==> src/rtl/aclk_alarm_sequencer.sv <==
// aclk_alarm_sequencer
// Watches the running time on each one-second strobe. When the time matches
// the alarm it drives the buzzer. It also handles snooze, which re-targets the
// match to the current time plus SNOOZE_MIN minutes in BCD. Ringing ends on
// stop, on snooze, or when the ring times out.
//
// state      | meaning
// -----------+--------------------------------------------------------------
// S_DISABLED | alarm switched off, nothing armed
// S_ARMED    | tracking alarm_time_i, waiting for a strobe with a time match
// S_RINGING  | buzzer on, counting strobes toward the auto-timeout
// S_SNOOZED  | buzzer off, waiting for the held snooze target time
// S_DONE     | event finished; blocks re-trigger while still in alarm minute
//
// Ports:
//   clk_i, reset_i        clock, synchronous active-high reset
//   one_second_i          one-cycle strobe per second
//   alarm_enable_i        level, 0 forces S_DISABLED
//   snooze_button_i       debounced level
//   stop_button_i         debounced level
//   cur_time_i            current time, BCD HH:MM
//   alarm_time_i          stored alarm time, BCD HH:MM
//   sound_alarm_o         buzzer drive (S_RINGING)
//   snooze_active_o       waiting on snooze target (S_SNOOZED)
//   snooze_count_o        snoozes used in this alarm event
//   target_time_o         time currently being matched
//   ring_timeout_o        one-cycle pulse on auto-timeout
module aclk_alarm_sequencer #(
    parameter int SNOOZE_MIN = 5,
    parameter int RING_SEC   = 60,
    parameter int MAX_SNOOZE = 3
) (
    input  logic        clk_i,
    input  logic        reset_i,
    input  logic        one_second_i,
    input  logic        alarm_enable_i,
    input  logic        snooze_button_i,
    input  logic        stop_button_i,
    input  logic [15:0] cur_time_i,
    input  logic [15:0] alarm_time_i,
    output logic        sound_alarm_o,
    output logic        snooze_active_o,
    output logic [1:0]  snooze_count_o,
    output logic [15:0] target_time_o,
    output logic        ring_timeout_o
);

    localparam int CNT_W = (RING_SEC > 1) ? $clog2(RING_SEC) : 1;
    localparam logic [CNT_W-1:0] RING_LAST = CNT_W'(RING_SEC - 1);
    localparam logic [1:0]       SNZ_MAX   = 2'(MAX_SNOOZE);

    typedef enum logic [2:0] {
        S_DISABLED,
        S_ARMED,
        S_RINGING,
        S_SNOOZED,
        S_DONE
    } state_t;

    state_t           state_q, state_d;
    logic [CNT_W-1:0] ring_cnt_q, ring_cnt_d;
    logic [1:0]       snooze_cnt_q, snooze_cnt_d;
    logic [15:0]      target_q, target_d;
    logic             timeout_q, timeout_d;

    // BCD time plus SNOOZE_MIN minutes. The minute total is at most 59+9, so
    // at most one carry into the hours is possible. Hour 24 wraps to 00.
    function automatic logic [15:0] snooze_target(input logic [15:0] t);
        logic [6:0] m;
        logic [4:0] h;
        m = 7'(t[7:4]) * 7'd10 + 7'(t[3:0]) + 7'(SNOOZE_MIN);
        h = 5'(t[15:12]) * 5'd10 + 5'(t[11:8]);
        if (m >= 7'd60) begin
            m = m - 7'd60;
            h = h + 5'd1;
        end
        if (h >= 5'd24) begin
            h = 5'd0;
        end
        return {4'(h / 5'd10), 4'(h % 5'd10), 4'(m / 7'd10), 4'(m % 7'd10)};
    endfunction

    always_ff @(posedge clk_i) begin
        if (reset_i) begin
            state_q      <= S_DISABLED;
            ring_cnt_q   <= '0;
            snooze_cnt_q <= '0;
            target_q     <= 16'h0000;
            timeout_q    <= 1'b0;
        end else begin
            state_q      <= state_d;
            ring_cnt_q   <= ring_cnt_d;
            snooze_cnt_q <= snooze_cnt_d;
            target_q     <= target_d;
            timeout_q    <= timeout_d;
        end
    end

    always_comb begin
        state_d      = state_q;
        ring_cnt_d   = '0;          // held at zero except while ringing
        snooze_cnt_d = snooze_cnt_q;
        target_d     = target_q;
        timeout_d    = 1'b0;

        if (!alarm_enable_i) begin
            state_d      = S_DISABLED;
            snooze_cnt_d = '0;
        end else begin
            unique case (state_q)
                S_DISABLED: state_d = S_ARMED;
                S_ARMED: begin
                    target_d = alarm_time_i;
                    if (one_second_i && (cur_time_i == alarm_time_i)) begin
                        state_d = S_RINGING;
                    end
                end
                S_RINGING: begin
                    if (stop_button_i) begin
                        state_d = S_DONE;
                    end else if (snooze_button_i && (snooze_cnt_q < SNZ_MAX)) begin
                        state_d      = S_SNOOZED;
                        target_d     = snooze_target(cur_time_i);
                        snooze_cnt_d = snooze_cnt_q + 2'd1;
                    end else if (one_second_i && (ring_cnt_q == RING_LAST)) begin
                        state_d   = S_DONE;
                        timeout_d = 1'b1;
                    end else begin
                        ring_cnt_d = ring_cnt_q + CNT_W'(one_second_i);
                    end
                end
                S_SNOOZED: begin
                    if (stop_button_i) begin
                        state_d = S_DONE;
                    end else if (one_second_i && (cur_time_i == target_q)) begin
                        state_d = S_RINGING;
                    end
                end
                S_DONE: begin
                    snooze_cnt_d = '0;
                    if (cur_time_i != alarm_time_i) begin
                        state_d = S_ARMED;
                    end
                end
                default: state_d = S_DISABLED;
            endcase
        end
    end

    assign sound_alarm_o   = (state_q == S_RINGING);
    assign snooze_active_o = (state_q == S_SNOOZED);
    assign snooze_count_o  = snooze_cnt_q;
    assign target_time_o   = target_q;
    assign ring_timeout_o  = timeout_q;

endmodule

==> config.mk <==
export PLATFORM = sky130hd
export DESIGN_NAME = aclk_alarm_sequencer
export DESIGN_NICKNAME = d
export VERILOG_FILES = /design/src/rtl/aclk_alarm_sequencer.sv
export SDC_FILE = /design/constraint.sdc
export NUM_CORES = 1
export LEC_CHECK = 0
export ABC_AREA = 1
export CAP_MARGIN = 20
export CORE_MARGIN = 2
export CORE_UTILIZATION = 46
export DETAILED_ROUTE_END_ITERATION = 10
export PLACE_DENSITY = 0.76
export SLEW_MARGIN = 0
export SYNTH_ARGS = -nofsm -noshare
export SYNTH_HDL_FRONTEND = slang
export SYNTH_SLANG_ARGS = --single-unit
==> constraint.sdc <==
create_clock -name clk_i -period 7.8 [get_ports clk_i]
set_clock_uncertainty 0.2 [all_clocks]
set_input_delay 1.17 -clock clk_i [delete_from_list [all_inputs] [get_ports clk_i]]
set_output_delay 1.17 -clock clk_i [all_outputs]
set_load 0.05 [all_outputs]
Yosys cells after proc, flatten, opt, wreduce, memory -nomap -nowiden
Index checks and enable logic that the tools add are counted.
- multiply operators: 2
- div/mod/pow operators: 4
- muxes and demuxes: 30
- bitwise operators: 2
- shift operators: 0
- $add $sub $neg: 7
- order comparisons: 3
- eq/ne operators: 14
- reductions and logical operators: 13
- operators by type and width (operator ; count):
    $mux W5 ; 10
    $mux W7 ; 5
    $eq A16 B16 Y1 ; 2
    $mux W16 ; 2
    $pmux W16 S2 ; 1
    $mux W3 ; 7
    $ne A16 B16 Y1 ; 1
    $pmux W3 S5 ; 1
    $reduce_and A4 Y1 ; 2
    $add A7 B3 Y7 const B ; 1
    $add A7 B4 Y7 ; 1
    $div A7 B4 Y7 const B ; 1
    $ge A7 B6 Y1 const B ; 1
    $mod A7 B4 Y7 const B ; 1
    $sub A7 B6 Y7 const B ; 1
    $add A6 B1 Y6 ; 1
    $eq A3 B2 Y1 const B ; 2
    $eq A6 B6 Y1 const B ; 1
    $mul A4 B3 Y6 const B ; 1
    $ne A2 B2 Y1 const B ; 3
    $reduce_or A6 Y1 ; 1
    $add A5 B1 Y5 const B ; 1
    $add A5 B4 Y5 ; 1
    $div A5 B4 Y5 const B ; 1
    other kinds (20) ; 26
- register bits: 28
- ROM bits: 0
- bits in latches: 0
- memories: 0
- RAM bits: 0
- bits of input ports: 38

Longest topological paths before layout
Gate-level depths: netlist of the first run.
- word-level depth: 19
- gate-level depth with buffers: 36

Least setup slack after synthesis of the first run
OpenSTA, ideal clock, no wires.
- path kind: input -> register
- from: input port cur_time_i[1]
- to: register target_q[11], in the netlist target_time_o[11]
- path buffers: 0
- data arrival time: 4985 ps
- path slack: 2544 ps
- setup time: 71 ps
- stages on the path: 27
- required time: 7529 ps
- cells stage by stage: ha_1 > ha_1 > fa_1 > nand2_1 > nand2_1 > inv_1 > ha_1 > nand2_1 > inv_1 > nand3_4 > nand2_8 > nand4_1 > xor2_1 > or2_2 > ha_1 > nand2_2 > xor2_2 > inv_1 > ha_1 > o21bai_1 > o21ai_2 > nand2_2 > inv_2 > nand2_1 > nand3_1 > o211ai_1 > a21oi_1
- cells in the longest elaborated chain, start to end: 18
- RTL lines (element ; line ; RTL):
    from (decl) ; 39 ; input logic [15:0] cur_time_i,
    $add A7 B4 Y7 * ; 71 ; m = 7'(t[7:4]) * 7'd10 + 7'(t[3:0]) + 7'(SNOOZE_MIN);
    $add A7 B3 Y7 * ; 71 ;
    $ge A7 B6 Y1 * ; 73 ; if (m >= 7'd60) begin
    $mux W5 * ; 73 ;
    $mux W5 * ; 121 ; end else if (snooze_button_i && (snooze_cnt_q < SNZ_MAX)) begin
    $mux W5 * ; 119 ; if (stop_button_i) begin
    $mux W5 * ; 110 ; unique case (state_q)
    $mux W5 * ; 106 ; if (!alarm_enable_i) begin
    (+2 left out) ; n/a ;
    $mux W5 * ; 121 ;
    $mux W5 * ; 119 ;
    $mux W5 * ; 110 ;
    $mux W5 * ; 106 ;
    $mod A5 B4 Y5 * ; 80 ; return {4'(h / 5'd10), 4'(h % 5'd10), 4'(m / 7'd10), 4'(m % 7'd10)};
    $mux W16 * ; 121 ;
    $mux W16 * ; 119 ;
    $pmux W16 S2 * ; 110 ;
    to (signal assigned) ; 94 ; target_q <= target_d;
    to (decl) ; 63 ; logic [15:0] target_q, target_d;
Every way passes the cells marked *; elsewhere a longest branch is shown, timed or not. The select of a mux whose other input is x is not followed.
A chain may end at the register's enable or synchronous reset.

Worst setup path after layout of the first run
- from: input port cur_time_i[7]
- to: register target_q[10], in the netlist target_time_o[10]
- cells in the longest elaborated chain, start to end: 19
- RTL lines (element ; line):
    $mul A4 B3 Y6 * ; 71
    $add A7 B4 Y7 * ; 71
    $add A7 B3 Y7 * ; 71
    $ge A7 B6 Y1 * ; 73
    $mux W5 * ; 73
    $mux W5 * ; 121
    $mux W5 * ; 119
    $mux W5 * ; 110
    (+3 left out) ; n/a
    $mux W5 * ; 121
    $mux W5 * ; 119
    $mux W5 * ; 110
    $mux W5 * ; 106
    $mod A5 B4 Y5 * ; 80
    $mux W16 * ; 121
    $mux W16 * ; 119
    $pmux W16 S2 * ; 110
Marks and branches as above.

==> flow_summary.toml, run 1 <==
[yosys]
syn_inst = 421
syn_avg_cell_area_sq_um = 7.106
synth_area_sq_um = 2992
synth_edf_count = 0
ys_ff_latch = 28
yosys_warnings = 0
synth-seq-area-share_pct = 18.74
synthDistinctLibCells = 39
synth_async_sr_flop_share_pct = 0
syn_nets = 488
synthFlopType = "dfxtp_1"

[placed_design]
dpl.hpwl_mm = 6.299
gp_congestion = 0.9313
placed_cells = 552
placed_area_sq_um = 3661
io_buffers = 58

[critical_path]
crit_type = "in2reg"
critPathLaunchType = "input pin"
rrSetupSlack_ns = 4.69
worst_ep_required_time_ns = 7.81
cp-end-kind = "register"
r2r_start = "state_q[1]"
crit_fanout = 10
critPathLaunch = "cur_time_i[7]"
cp.arrival_ns = 6.01

[finish]
area_growth_pct = 24.22
fin_nets = 547
final_cells = 556
drive_above_1_share_pct = 12.32
diodes = 0
finish.utilization_pct = 58.86
stdcell_area_sq_um = 3716

[grt]
grt_pass1_vias = 2809
grt_pass1_wl_mm = 12.78
grt_max_degree = 21
grt_overflow_total = 0
grt_antenna_before_repair = 0
grt_usage_pct = 21.66

[clock_tree]
clk_pin_slew_ns = 0.09
cts-htree-levels = 1
root_buffer = "clkbuf_8"
cts_tree = "yes"
cts_resized = 0
clock-sinks = 28
numCtsBuffers = 3
clk_latency_ns = 0.28
post-cts-setup-buffers = 0
cts_hold_buf = 0
cts_buffer_depth = 2

[sta]
fin_tns_setup_ns = 0
setup_violations = 0
period_share_pct = 76.89
rsz0062_at_grt = "false"
hold_viol_final = 0
slew_violations = 0
whs_ns = 0.2917
maxSlewHeadroom_pct = 61.87
tightest_slew_ns = 0.5701
fmaxAchievable_mhz = 166.7
post-route-min-period_ns = 5.997

[floorplan]
core_sq_um = 6314
die_w_um = 84.65
die_area_sq_um = 7165
row_count = 29
ios = 59
die_h_um = 84.65
initial_utilization_pct = 47.38

[routing]
num_vias = 2876
final_antenna_net_count = 0
vias_per_cell = 5.173
firstDrtPassIters = 6
drt_iter0_drc = 125
drc = 0
routed_wl_mm = 7.639
wl_per_cell_um = 13.74

[power_and_ir_drop]
power.density_nw_per_um2 = 207.3
ir_drop_mv = 0.1328
leakage_nw = 1.662

[run_status]
status = "finished, final reports clean"

[job]
max-cap-violations = 0

[min_path]
worstHoldStart = "target_time_o[14]"
hp-class = "reg2reg"
synth_stat cells (4+ instances only):
library cell	n	area share, %
o21ai_0	11	1.8
o211ai_1	6	1.5
nand2_2	18	3.8
clkbuf_1	6	0.75
nand2_1	81	10
a21oi_1	28	4.7
o21bai_1	4	1.0
xor2_1	39	11
nand3_2	7	2.3
inv_1	51	6.4
ha_1	26	11
nor2_1	26	3.3
nand3_1	20	3.3
xnor2_1	6	1.8
or2_2	4	0.84
nor2_4	4	1.5
nor4_1	8	1.7
nor3_1	4	0.67
nand4_1	6	1.3
dfxtp_1	28	19
o21ai_1	5	0.84
inv_2	5	0.63
cell usage in the layout, fill, tap and decap left out, types with 2 or more instances in the layout:
cell type / count
a21oi_2: 2
o21ai_2: 3
o21a_1: 2
xor2_2: 2
inv_2: 5
nor2_1: 26
ha_1: 26
nand3_2: 7
inv_1: 51
o21ai_1: 5
nand3_1: 20
a21oi_1: 28
clkdlybuf4s50_1: 58
or2_2: 4
nand3b_1: 3
xnor2_1: 6
buf_4: 2
nor2_4: 4
clkbuf_8: 4
nor3_1: 4
nand4_1: 6
dfxtp_1: 28
o21bai_1: 4
xor2_1: 39
nand3_4: 2
o211ai_1: 6
nand2_1: 81
nor4_1: 8
fa_1: 3
o21ai_0: 11
nor2_2: 2
nand2_2: 18
logic make-up after synthesis:
| logic type | share of synthesized area [%] |
|---|---|
| buf+inv | 7.779 |
| compound gates | 13.05 |
| xor+xnor | 14.26 |
| flops | 18.74 |
| fa+ha+maj | 12.88 |
| simple gates | 32.91 |
| mux | 0.3764 |
worst max-delay path, cell delays in order:
cell and delay (ns):
clkdlybuf4s50_1 0.63, ha_1 0.30, ha_1 0.21, fa_1 0.54, nand2_1 0.09, nor2_1 0.10, nand2_1 0.10, nand3_1 0.10
nand2_1 0.06, nand2_1 0.13, nand3_4 0.12, nand2_8 0.12, nand4_1 0.10, xor2_1 0.18, or2_2 0.34, ha_1 0.24
nand2_2 0.12, xor2_2 0.22, inv_1 0.09, ha_1 0.17, o21bai_1 0.16, o21ai_2 0.15, nand2_2 0.12, a21oi_1 0.18
o21ai_1 0.12, a21oi_1 0.13
where the power goes:
group,total [mW],internal [mW],switching [mW]
Combinational,0.524,0.187,0.337
Clock,0.0924,0.0453,0.0471
Sequential,0.154,0.148,0.00565
metal layers:
metal | vias to the layer above | GRT usage, % | wire length (um)
li1 | 1494 | - | -
met1 | 1308 | 27.78 | 3407
met4 | 0 | 7.359 | 165
met3 | 15 | 3.048 | 320
met2 | 59 | 37.22 | 3746
met5 | - | 0 | 0
layout make-up:
type,count,area (sq um)
repair buffers,60,595.6
multi-input cells,331,2198
clock buffers,4,55.05
inverters,56,210.2
fillers,600,2597
flip-flops and latches,28,560.5
well taps,77,96.34
state kept, by name, indices dropped and copies added, names as in the netlist:
name / cells
target_time_o: 16
ring_cnt_q: 6
state_q: 3
snooze_count_o: 2
ring_timeout_o: 1
metrics by stage:
stage                     worst slack, ns  power, mW
after floorplan                     2.544     0.5623
after global placement              1.726     0.6578
after detailed placement            1.545     0.6768
after CTS                           1.828     0.7718
after global routing                1.376     0.8420
final                               1.803     0.7704
path summary, 6_finish.rpt:
kind,end,depth (start not counted)
max,target_time_o[10],26
min,target_time_o[14],2
max reg2reg,target_time_o[5],15
min reg2reg,target_time_o[14],2
(Power assumes the default switching activity.)
==> inputs of run 2 (changes only) <==
--- a/config.mk
+++ b/config.mk
@@ -10,7 +10,7 @@
 export CORE_MARGIN = 2
 export CORE_UTILIZATION = 46
 export DETAILED_ROUTE_END_ITERATION = 10
-export PLACE_DENSITY = 0.76
+export PLACE_DENSITY = 0.79
 export SLEW_MARGIN = 0
 export SYNTH_ARGS = -nofsm -noshare
 export SYNTH_HDL_FRONTEND = slang
==> constraint.sdc (replaced) <==
create_clock -name clk_i -period 5 [get_ports clk_i]
set_clock_uncertainty 0.2 [all_clocks]
set_input_delay 0.75 -clock clk_i [delete_from_list [all_inputs] [get_ports clk_i]]
set_output_delay 0.75 -clock clk_i [all_outputs]
set_load 0.05 [all_outputs]
==> flow_summary.toml, run 2 (synthesized netlist as in run 1, its figures left out) <==
[run_status]
status = "finished, final reports clean"

[routing]
routed_wl_mm = 8.605
wl_per_cell_um = 14.11
vias_per_cell = 5.161
final_antenna_net_count = 0
firstDrtPassIters = 5
drt_iter0_drc = 227
num_vias = 3148
drc = 0

[finish]
final_cells = 610
fin_nets = 601
area_growth_pct = 44.04
stdcell_area_sq_um = 4309
diodes = 0
final_common_cell = "nand2_1"
drive_above_1_share_pct = 27.77
layout_common_cells = "nand2_1 (71), buf_4 (56), clkdlybuf4s50_1 (52), inv_1 (47), xor2_1 (38)"
largest_reg_flops = 16

[sta]
hold_viol_final = 0
slew_violations = 0
tightest_slew_ns = 0.5947
rsz0062_at_grt = "false"
maxSlewHeadroom_pct = 60.23
fmaxAchievable_mhz = 213.4
setup_violations = 0
period_share_pct = 93.72
fin_ws_ns = 0.3141
post-route-min-period_ns = 4.686

[placed_design]
placed_area_sq_um = 4014
place_ws_ns = -0.4842
gp_congestion = 0.8834
placed_cells = 599
io_buffers = 58
dpl.hpwl_mm = 6.725

[grt]
grt_antenna_before_repair = 0
grt_pass1_vias = 3101
grt_max_degree = 21
grt_pass1_wl_mm = 14.01
grt_overflow_total = 0
grt_usage_pct = 23.82

[floorplan]
die_area_sq_um = 7165
row_count = 29
ios = 59
die_h_um = 84.65
die_w_um = 84.65
initial_utilization_pct = 47.38
core_sq_um = 6314

[min_path]
hp-class = "reg2reg"

[critical_path]
crit_type = "in2reg"
path_common_cell = "nand2_2"
critPathLaunchType = "input pin"
critPathBufInv = 5
slowest_delay_ns = 0.62
cp-end-kind = "register"
crit_fanout = 6
worst_ep_required_time_ns = 5.01
critPathTopFamily = "adder cells"
slowest_stage = "fa_2"
cp.arrival_ns = 4.70

[clock_tree]
cts-htree-levels = 1
clk_latency_ns = 0.28
clock-sinks = 28
cts_tree = "yes"
cts_buffer_depth = 2
cts_hold_buf = 0
clk_pin_slew_ns = 0.10
numCtsBuffers = 3
root_buffer = "clkbuf_8"

[power_and_ir_drop]
finalPower_mw = 1.567
ir_drop_mv = 0.2598
power.density_nw_per_um2 = 363.6
leakage_nw = 1.968

[job]
max-cap-violations = 0
run 2: path summary, 6_finish.rpt:
path | slack (ns) | depth (start not counted) | from | end
max | 0.31 | 31 | cur_time_i[7] | target_time_o[11]
min | 0.30 | 2 | target_time_o[14] | target_time_o[14]
max reg2reg | 2.04 | 14 | state_q[1] | target_time_o[6]
min reg2reg | 0.30 | 2 | target_time_o[14] | target_time_o[14]
run 2: through the flow:
stage | hold WS [ns] | utilization, % | setup TNS [ns]
final | 0.3003 | 68.25 | 0
after CTS | 0.2995 | 65.60 | 0
after global placement | 0.2748 | 63.58 | -1.308
after floorplan | 0.2851 | - | 0
after detailed placement | 0.2836 | 63.58 | -2.571
after global routing | 0.3159 | 68.25 | 0
run 2: worst reg2reg max path, delay by kind of cell, from the launching register on:
kind                   cells  cell delay (ns)
AOI/OAI and AO/OA          4             0.62
buffers and inverters      5             1.03
DFF                        1             0.37
and+or+nand+nor            5             0.67
run 2: area by class of cell:
type / count / area [sq um]
Inverter: 56 / 210.2
Clock buffer: 3 / 41.29
Sequential cell: 28 / 560.5
Clock inverter: 1 / 30.03
Fill cell: 519 / 2004
Timing Repair Buffer: 114 / 993.5
Multi-Input combinational cell: 331 / 2377
Tap cell: 77 / 96.34
run 2: power breakdown:
part / switching, mW / internal [mW]
clock: 0.0750 / 0.107
combinational: 0.628 / 0.515
sequential: 0.00945 / 0.232
run 2: metal layers:
layer | up-vias | global-route usage (%) | wire, um
met5 | - | 0 | 0
li1 | 1602 | - | -
met3 | 22 | 2.852 | 372
met1 | 1434 | 28.61 | 3667
met2 | 90 | 43.66 | 4336
met4 | 0 | 7.937 | 228
run 2: repair_timing:
action                     in CTS  in global routing
pin swaps                       6                 30
resized for setup              12                 40
setup endpoints to repair       6                  7
hold endpoints to repair        0                  0
buffers inserted                1                  6
==> inputs of run 3 (changes only) <==
--- a/config.mk
+++ b/config.mk
@@ -5,10 +5,10 @@
 export SDC_FILE = /design/constraint.sdc
 export NUM_CORES = 1
 export LEC_CHECK = 0
-export ABC_AREA = 1
 export CAP_MARGIN = 20
 export CORE_MARGIN = 2
 export CORE_UTILIZATION = 46
+export CTS_BUF_LIST = sky130_fd_sc_hd__clkbuf_2 sky130_fd_sc_hd__clkbuf_4 sky130_fd_sc_hd__clkbuf_8
 export DETAILED_ROUTE_END_ITERATION = 10
 export PLACE_DENSITY = 0.79
 export SLEW_MARGIN = 0
==> flow_summary.toml, run 3 <==
[clock_tree]
numCtsBuffers = 3
clock-sinks = 28
cts-htree-levels = 1
root_buffer = "clkbuf_8"
cts_buffer_depth = 2
clk_pin_slew_ns = 0.10
cts_tree = "yes"
clk_latency_ns = 0.29

[critical_path]
cp.arrival_ns = 4.97
crit_type = "in2reg"
crit_fanout = 4
worst_ep_required_time_ns = 5.01
critPathLaunchType = "input pin"
slowest_delay_ns = 0.60
cp-end-kind = "register"
crit_chain = "clkdlybuf4s15_1 -> ha_1 -> ha_2 -> fa_2 -> inv_4 -> o21a_4 -> nor4_4 -> o21ai_2 -> a21oi_1 -> a31o_4 -> nand2b_4 -> inv_2 -> ha_4 -> nand2_2 -> buf_4 -> nand2_1 -> o211ai_1 -> o211ai_1 -> ha_2 -> a21oi_4 -> a311o_1 -> nand3_2 -> a211oi_2"
slowest_stage = "fa_2"

[routing]
vias_per_cell = 5.873
final_antenna_net_count = 0
drc = 0
routed_wl_mm = 11.09
drt_iter0_drc = 269
firstDrtPassIters = 5
num_vias = 3712
wl_per_cell_um = 17.54

[placed_design]
placed_cells = 620
placed_area_sq_um = 4598
place_ws_ns = -0.5842
gp_congestion = 0.9292
dpl.hpwl_mm = 8.527
io_buffers = 58

[yosys]
synth_edf_count = 0
yosys.area.top_type_share_pct = 17.74
synth_most_common_cell = "xnor2_1"
synth_top_cell_by_area = "dfxtp_1"
synthDistinctLibCells = 63
synth_commonest_cells = "xnor2_1 (47), nor2_1 (41), dfxtp_1 (28), ha_1 (26), nand2_1 (25)"
yosys_warnings = 0
synthFlopType = "dfxtp_1"
syn_avg_cell_area_sq_um = 7.746
netlist_top_cells_area = "dfxtp_1 (18%), xnor2_1 (13%), ha_1 (10%)"
synth_area_sq_um = 3161
synth_async_sr_flop_share_pct = 0
syn_inst = 408
syn_nets = 475
ys_ff_latch = 28
synth-seq-area-share_pct = 17.74

[power_and_ir_drop]
finalPower_mw = 1.754
power.density_nw_per_um2 = 357.5
leakage_nw = 1.973
ir_drop_mv = 0.1889

[sta]
period_share_pct = 99.30
fin_tns_setup_ns = 0
whs_ns = 0.2936
setup_violations = 0
fin_ws_ns = 0.03488
slew_violations = 0
fmaxAchievable_mhz = 201.4
hold_viol_final = 0
post-route-min-period_ns = 4.965
maxSlewHeadroom_pct = 53.14
tightest_slew_ns = 0.7007

[finish]
fin_nets = 620
diodes = 0
final_common_cell = "buf_4"
finish.utilization_pct = 73.02
largest_reg_flops = 16
area_growth_pct = 55.23
stdcell_area_sq_um = 4906
drive_above_1_share_pct = 29.53
num-fill-cells = 478
final_cells = 632
layout_common_cells = "buf_4 (94), clkdlybuf4s50_1 (50), xnor2_1 (46), nor2_1 (41), dfxtp_1 (28)"

[floorplan]
core_sq_um = 6719
die_area_sq_um = 7550
initial_utilization_pct = 47.04
row_count = 30
die_w_um = 86.89
die_h_um = 86.89
ios = 59

[grt]
grt_max_degree = 22
grt_pass1_vias = 3643
grt_pass1_wl_mm = 16.92
grt_antenna_before_repair = 0
grt_usage_pct = 28.11
grt_overflow_total = 0

[min_path]
hp-class = "reg2reg"

[run_status]
status = "finished, final reports clean"

[job]
max-cap-violations = 0
-- run 3: cell count changes in the layout (fill, tap and decap cells not counted), moves of 6 or more --
cell	before	now
nand2_2	26	1
nand2_1	71	23
o22ai_1	1	7
a211oi_1	1	9
nor3_1	4	13
inv_1	47	14
a21oi_1	27	16
nor2_1	26	41
xnor2_1	6	46
xor2_1	38	7
buf_4	56	94
mux2i_1	0	7
-- run 3: final timing paths --
check / startpoint / endpoint / slack, ns / depth (start not counted)
max reg2reg: state_q[2] / target_time_o[9] / 2.73 / 7
min reg2reg: target_time_o[4] / target_time_o[4] / 0.29 / 2
max: cur_time_i[7] / target_time_o[11] / 0.03 / 23
min: target_time_o[4] / target_time_o[4] / 0.29 / 2
-- run 3: power by group --
part	total (mW)	switching, mW	internal [mW]
sequential	0.239	0.00886	0.230
combinational	1.33	0.641	0.689
clock	0.185	0.0774	0.108
total	1.75	0.727	1.03
-- run 3: timing repair --
item	4_1_cts	5_1_grt
buffers inserted	2	6
pin swaps	11	19
setup endpoints to repair	9	5
hold buffers	0	0
resized for setup	25	30
-- run 3: layer usage --
metal  wire (um)  track usage, %  share of wire (%)
met1        4663           36.53                 42
met2        5569           48.51                 50
met3         703           4.834                6.3
met4         152           6.392                1.4
met5           0               0                  0
-- run 3: kinds of logic (layout without fill, tap and decap cells) --
group,after synthesis,in the layout,share of synthesized area [%]
buf+inv,36,180,4.552
flops,28,28,17.74
mux,9,9,2.930
xor+xnor,55,55,15.24
simple gates,139,139,21.81
compound gates,112,112,25.53
fa+ha+maj,29,29,12.19
-- run 3: cell type report --
class,instances,area [sq um],area share (%)
tap,80,100.1,2.040
clock buffer,3,41.29,0.8416
timing repair buffer,154,1297,26.45
clock inverter,1,30.03,0.6121
multi-input combinational,344,2791,56.90
sequential,28,560.5,11.43
inverter,22,85.08,1.734
-- run 3: critical path, delay by kind of cell --
family                   cells  cell delay (ns)
AO/OA/AOI/OAI                9             1.65
buffers and inverters        4             0.40
AND/OR/NAND/NOR              5             0.67
adder cells (fa/ha/maj)      5             1.48
